[src/rtl/mem_access_ctrl.sv]
// mem_access_ctrl: sequences one data-memory load/store at a time for the multi-cycle core.
// Checks alignment, drives the memory port with byte enables, waits for mem_ready and, for
// loads, hands the sign/zero-extended lane to the MDR.
// Optional feature macro: MEM_TIMEOUT_EN -- abort an ACCESS that sees no mem_ready within
// TIMEOUT cycles.
module mem_access_ctrl #(
    parameter int unsigned TIMEOUT = 15,
    parameter int unsigned TO_W    = 4
) (
    input  logic        clk,
    input  logic        rst,
    input  logic        req,
    input  logic        we,
    input  logic [2:0]  funct3,
    input  logic [31:0] addr,
    input  logic [31:0] wdata,
    output logic        busy,
    output logic        done,
    output logic        err,
    output logic [31:0] mem_addr,
    output logic [31:0] mem_wdata,
    output logic [3:0]  mem_be,
    output logic        mem_re,
    output logic        mem_we,
    input  logic        mem_ready,
    input  logic [31:0] mem_rdata,
    output logic        load_mdr,
    output logic [31:0] mdr_data_in
);

    typedef enum logic [2:0] {StIdle, StAccess, StLoad, StDone, StErr} state_e;

    state_e      state_q, state_d;
    logic        we_q;
    logic [2:0]  funct3_q;
    logic [31:0] addr_q;
    logic [31:0] wdata_q;
    logic [31:0] mdr_q;
    logic        bad_req;
    logic        timed_out;
    logic [31:0] load_ext;

    // Illegal size or misaligned half/word request on the live inputs.
    always_comb begin
        bad_req = 1'b0;
        unique case (funct3[1:0])
            2'b01:   bad_req = addr[0];
            2'b10:   bad_req = (addr[1:0] != 2'b00);
            2'b11:   bad_req = 1'b1;
            default: bad_req = 1'b0;
        endcase
    end

`ifdef MEM_TIMEOUT_EN
    logic [TO_W-1:0] to_q;

    // Wait counter: cleared before ACCESS, counts ACCESS cycles without mem_ready.
    always_ff @(posedge clk) begin
        if (!rst) begin
            to_q <= '0;
        end else if (state_q == StIdle) begin
            to_q <= '0;
        end else if (state_q == StAccess && !mem_ready) begin
            to_q <= to_q + 1'b1;
        end
    end

    // Limit reached on this cycle's increment; mem_ready on the same cycle wins.
    assign timed_out = (to_q == TO_W'(TIMEOUT - 1)) && !mem_ready;
`else
    logic unused_cfg;
    assign unused_cfg = ^{TIMEOUT, TO_W};
    assign timed_out  = 1'b0;
`endif

    // State register.
    always_ff @(posedge clk) begin
        if (!rst) begin
            state_q <= StIdle;
        end else begin
            state_q <= state_d;
        end
    end

    // Next-state logic.
    always_comb begin
        state_d = state_q;
        unique case (state_q)
            StIdle: begin
                if (req) begin
                    state_d = bad_req ? StErr : StAccess;
                end
            end
            StAccess: begin
                if (mem_ready) begin
                    state_d = we_q ? StDone : StLoad;
                end else if (timed_out) begin
                    state_d = StErr;
                end
            end
            StLoad, StDone, StErr: state_d = StIdle;
            default: state_d = StIdle;
        endcase
    end

    // Lane extraction for loads from the returned word.
    always_comb begin
        logic [7:0]  lane_b;
        logic [15:0] lane_h;
        lane_b   = mem_rdata[8*addr_q[1:0] +: 8];
        lane_h   = addr_q[1] ? mem_rdata[31:16] : mem_rdata[15:0];
        load_ext = mem_rdata;
        unique case (funct3_q[1:0])
            2'b00:   load_ext = {{24{lane_b[7] & ~funct3_q[2]}}, lane_b};
            2'b01:   load_ext = {{16{lane_h[15] & ~funct3_q[2]}}, lane_h};
            default: load_ext = mem_rdata;
        endcase
    end

    // Request capture in IDLE and MDR data latch on load completion.
    always_ff @(posedge clk) begin
        if (!rst) begin
            we_q     <= 1'b0;
            funct3_q <= 3'b000;
            addr_q   <= 32'h0;
            wdata_q  <= 32'h0;
            mdr_q    <= 32'h0;
        end else begin
            if (state_q == StIdle && req) begin
                we_q     <= we;
                funct3_q <= funct3;
                addr_q   <= addr;
                wdata_q  <= wdata;
            end
            if (state_q == StAccess && mem_ready && !we_q) begin
                mdr_q <= load_ext;
            end
        end
    end

    // Outputs decoded from state and captured request.
    always_comb begin
        busy        = (state_q != StIdle);
        done        = 1'b0;
        err         = 1'b0;
        mem_re      = 1'b0;
        mem_we      = 1'b0;
        mem_be      = 4'b0000;
        load_mdr    = 1'b0;
        mem_addr    = {addr_q[31:2], 2'b00};
        mdr_data_in = mdr_q;
        unique case (funct3_q[1:0])
            2'b00:   mem_wdata = {4{wdata_q[7:0]}};
            2'b01:   mem_wdata = {2{wdata_q[15:0]}};
            default: mem_wdata = wdata_q;
        endcase
        unique case (state_q)
            StAccess: begin
                mem_re = ~we_q;
                mem_we = we_q;
                unique case (funct3_q[1:0])
                    2'b00:   mem_be = 4'b0001 << addr_q[1:0];
                    2'b01:   mem_be = addr_q[1] ? 4'b1100 : 4'b0011;
                    default: mem_be = 4'b1111;
                endcase
            end
            StLoad: begin
                done     = 1'b1;
                load_mdr = 1'b1;
            end
            StDone: done = 1'b1;
            StErr: begin
                done = 1'b1;
                err  = 1'b1;
            end
            default: ;
        endcase
    end

endmodule
[config.mk]
export PLATFORM = sky130hd
export DESIGN_NAME = mem_access_ctrl
export DESIGN_NICKNAME = d
export VERILOG_FILES = /design/src/rtl/mem_access_ctrl.sv
export SDC_FILE = /design/constraint.sdc
export NUM_CORES = 1
export LEC_CHECK = 0
export BUFFER_PORTS_ARGS = -buffer_cell sky130_fd_sc_hd__buf_2
export CAP_MARGIN = 40
export CORE_UTILIZATION = 44
export CTS_CLUSTER_SIZE = 12
export DETAILED_ROUTE_END_ITERATION = 10
export GPL_TIMING_DRIVEN = 0
export HOLD_SLACK_MARGIN = 0.1
export PLACE_DENSITY = 0.83
export SETUP_SLACK_MARGIN = 0.15
export SLEW_MARGIN = 5
export SYNTH_ARGS = -nofsm -noshare
export SYNTH_HDL_FRONTEND = slang
export SYNTH_SLANG_ARGS = --single-unit
[constraint.sdc]
create_clock -name clk -period 1.7 [get_ports clk]
set_input_delay 0.34 -clock clk [delete_from_list [all_inputs] [get_ports clk]]
set_output_delay 0.34 -clock clk [all_outputs]
set_load 0.01 [all_outputs]
# After elaboration in Yosys (flattened, before gate mapping)
# Index checks and enable logic that the tools add are counted.
word_totals:
  word_cells: 49
  regBits: 103
  input_bits: 104
op_classes:
  muxes: 17
  bitwise_logic: 4
  reduce_logical: 10
  shift: 2
  n_eq_ne: 10
ops:
  columns: ["cell", "count"]
  rows:
  - ["$pmux 32 s2", 2]
  - ["$shiftx 32x6->8", 1]
  - ["$mux 16", 1]
  - ["$mux 3", 3]
  - ["$mux 4", 2]
  - ["$pmux 4 s2", 1]
  - ["$eq 3x2->1 const B", 2]
  - ["$mux 1", 6]
  - ["$pmux 3 s2", 1]
  - ["$eq 2x1->1 const B", 2]
  - ["$eq 2x2->1 const B", 2]
  - ["$ne 2x2->1 const B", 2]
  - ["$shl 1x2->4 const A", 1]
  - ["$eq 3x1->1 const B", 1]
  - ["$eq 3x3->1 const B", 1]
  - ["$logic_and 1x1->1", 3]
  - ["$logic_not 3->1", 1]
  - ["$pmux 1 s3", 1]
  - ["$reduce_bool 3->1", 1]
  - ["$reduce_or 3->1", 1]
  - ["$and 1x1->1", 2]
  - ["$logic_not 2->1", 1]
  - ["$not 1->1", 2]
  - ["$reduce_and 2->1", 1]
  - ["2 further kinds", 2]

# Logic depth before layout (Yosys ltp)
logic_depth:
  ltp_word: 5
  depth_mapped: 7

# Worst setup path before layout
# No wires, ideal clock.
synth_path:
  kind: "register to output"
  startpoint: "register funct3_q[0]"
  endpoint: "output mem_be[1]"
  slack_ns: -0.045
  n_path_buf: 3
  path_stages_with_launch: 6
  required_time_ns: 1.360
  arrival_ns: 1.405
  cell_sequence: "dfxtp_1 > buf_2 > buf_2 > buf_2 > o31ai_1 > a21oi_1"
synth_via:
  elab_chain_cells: 3
synth_lines:
  columns: ["item", "line_no", "source"]
  rows:
  - ["start, declared", "35", "logic [2:0] funct3_q;"]
  - ["start signal, assigned", "131", "funct3_q <= funct3;"]
  - ["$eq 2x1->1 / $logic_not 2->1 (equally long branches)", "161", "unique case (funct3_q[1:0])"]
  - ["$pmux 4 s2 (*)", "161", null]
  - ["$mux 4 (*)", "157", "unique case (state_q)"]
  - ["end, declared", "22", "output logic [3:0] mem_be,"]
# Mark *: on every way between the ends. The rest lies on a longest branch, timed or not.

# Worst setup path in the final report
layout_path:
  startpoint: "register funct3_q[0]"
  endpoint: "output mem_be[3]"
# The elaborated chain is that of the path after synthesis.

==> out/metrics.csv <==
metric,value,unit
grt-ovfl-total,0,
outcome,"complete, but fails checks",
crit_type,flop to output port,
cts-root-buf,clkbuf_16,
ys_seq_area_share,40.33,%
utilization,71.96,%
cp-end-kind,output port,
vias,5626,
ys_types,45,
cts_made_buffers,9,
dieWidth,109.8,µm
skew,0.008137,ns
leakagePower,3.591,nW
grt_pass1_vias,4932,
cp_data_required_time,1.36,ns
clk_pin_slew,0.07,ns
route.final.wire_length,18650,µm
firstDrtPassIters,5,
first_iter_violations,586,
powerDensity,831.5,nW/µm²
fin_nets,988,
antenna_cells,0,
placementRows,38,
viasPerCell,5.473,
wl_per_cell,18.14,µm
grt_max_degree,17,
rsz0062_at_grt,yes,
yosys_register_bits,103,
yosys_warnings,0,
synth_area,5112,µm²
io_buffers,206,
synth_cells,626,
max_slew_margin,49.05,%
arrival,1.60,ns
finalHoldViolCount,0,
grt_usage,27.18,%
dieArea,12050,µm²
htree_levels,3,
fin_crit_sh,114.4,%
grt_first_pass_wirelength,24730,µm
vdd_drop_max,645.9,µV
setup_viol,60,
initial_core_util,46.15,%
clock_sinks,103,
syn_to_final_growth,55.92,%
die_y,109.8,µm
startpoint_type,flop,
fill_cells,827,
fp.coreArea,11080,µm²
ioPinCount,210,
antenna_found_initial,0,
tightestPinTransition,0.7642,ns
violations,negative setup slack,
hold_ws,0.2225,ns
clkLatencyLatePin,0.35,ns
clk_path_buf_depth,2,
setup_ws,-0.2442,ns
hpwl,11240,µm
antenna_left,0,
hold_class,input pin to flop,
slew_viol_final,0,
cp_max_fo,5,
max_freq,514.3,MHz
maxCapViolations,0,
period_needed,1.944,ns
cts_tree,built,
synth.avg_cell_area,8.167,µm²
place_congestion,0.9183,
drive_above_1_share,51.91,%
drc,0,
[Yosys cell counts (all sizes together)]
cell     instances  area, µm²
nor3             2      10.01
a21o             1      7.510
a221oi           1      15.01
o2bb2ai          7      61.31
and3             1      6.260
clkinv           1      3.750
nor2             9      33.78
and2             2      12.51
nand2b           4      25.02
a22oi            9      67.56
dfxtp          103       2062
o21bai           1      7.510
a211oi           6      45.04
buf             60      424.2
nor4b            7      61.31
a21oi           31      170.2
mux2i            9      90.09
conb             1      3.750
clkbuf          28      106.4
a221o            1      10.01
o21a             1      7.510
and2b            1      7.510
a32o             1      10.01
nor4bb           6      60.06
mux2            19      214.0
nand3            1      5.000
or3b             1      11.26
o22ai            2      12.51
or2              1      8.760
a22o             1      8.760
nor3b            2      15.01
a2111oi          1      8.760
inv             12      45.04
o21ai           35      175.2
o31ai            1      7.510
nor2b            8      50.05
a21boi          74      555.5
o221ai           6      52.55
nand2          169      634.4
[cells by family after synthesis]
family                 after synthesis  share of synthesized area [%]
buffers and inverters              101                          11.33
other                                1                        0.07335
AND/OR/NAND/NOR                    214                          18.40
AO/OA/AOI/OAI                      179                          23.91
flip-flops                         103                          40.33
multiplexers                        28                          5.947
[path summary, 6_finish.rpt]
kind / startpoint / end / slack (ns) / cells past startpoint
worst max-delay path: funct3_q[0] / mem_be[3] / -0.24 / 6
worst min-delay path: wdata[26] / wdata_q[26] / 0.22 / 3
worst max register to register: funct3_q[0] / mdr_data_in[3] / -0.11 / 7
worst min register to register: mdr_data_in[5] / mdr_data_in[5] / 0.45 / 2
[timing repair]
item                                    CTS  global route
cloned                                    3             4
gates resized for setup                 138           178
buffers inserted                         21            12
pin swaps                                14            22
endpoints found under the setup margin  107           125
hold buffers                              0             0
[where the power goes]
group	switching, W	leakage, nW	internal, W
sequential	0.000105	0.847	0.00256
combinational	0.000872	2.60	0.000865
clock	0.000942	0.145	0.00129
[sequential cells by signal, indices dropped and copies added, names as in the netlist]
signal       count
mdr_data_in     32
addr_q          32
wdata_q         32
state_q          3
funct3_q         3
we_q             1
[stage by stage]
stage / cell area [µm²] / worst slack, ns / total power, W / setup TNS, ns / cells
3_3_place_gp: 6346 / -0.2041 / 0.003882 / -2.611 / 973
6_report: 7971 / -0.2442 / 0.006628 / -6.075 / 1028
2_1_floorplan: 5140 / 0.1507 / 0.003423 / 0 / 627
3_5_place_dp: 6346 / -0.2080 / 0.003898 / -3.463 / 973
5_1_grt: 7971 / -0.2691 / 0.006877 / -8.042 / 1028
4_1_cts: 7380 / -0.2173 / 0.006352 / -3.657 / 1012
[worst max-delay path: stages, from the launching register on]
cell	delay, ns
dfxtp_4	0.36
buf_8	0.13
buf_12	0.13
buf_12	0.13
o31ai_4	0.27
a21oi_2	0.09
buf_2	0.15
[layout make-up]
cell class,instances,area [µm²],area share (%)
plain buffers,88,762.0,9.559
well taps,140,175.2,2.197
flip-flops and latches,103,2081,26.10
inverters,13,50.05,0.6278
multi-input cells,423,3005,37.70
clock buffers,10,229.0,2.872
repair buffers,246,1585,19.89
clock inverters,5,83.83,1.052
[placed cells by master, fill, tap and decap left out, types with 5 or more instances in the layout]
cell / instances
inv_1: 12
a21oi_2: 24
o2bb2ai_1: 7
mux2_4: 12
buf_8: 14
a22oi_1: 9
o21ai_1: 9
o21ai_2: 20
nor2b_1: 8
nand2_2: 14
o221ai_2: 6
buf_12: 6
a21boi_0: 34
dfxtp_1: 96
nor4bb_1: 6
mux2i_1: 7
nand2_4: 5
a21boi_1: 33
nand2_1: 150
nor2_1: 6
clkbuf_1: 17
nor4b_1: 5
buf_4: 62
buf_2: 196
mux2_2: 7
buf_6: 30
clkbuf_16: 12
a21boi_2: 7
[layer usage]
layer  vias up  part of all wire (%)  track usage, %
met1      2618                    40           34.08
met4         0                   4.8           13.14
met5         -                     0               0
li1       2604                     -               -
met2       318                    47           44.38
met3        86                   8.4           5.513
(Power assumes the default switching activity.)
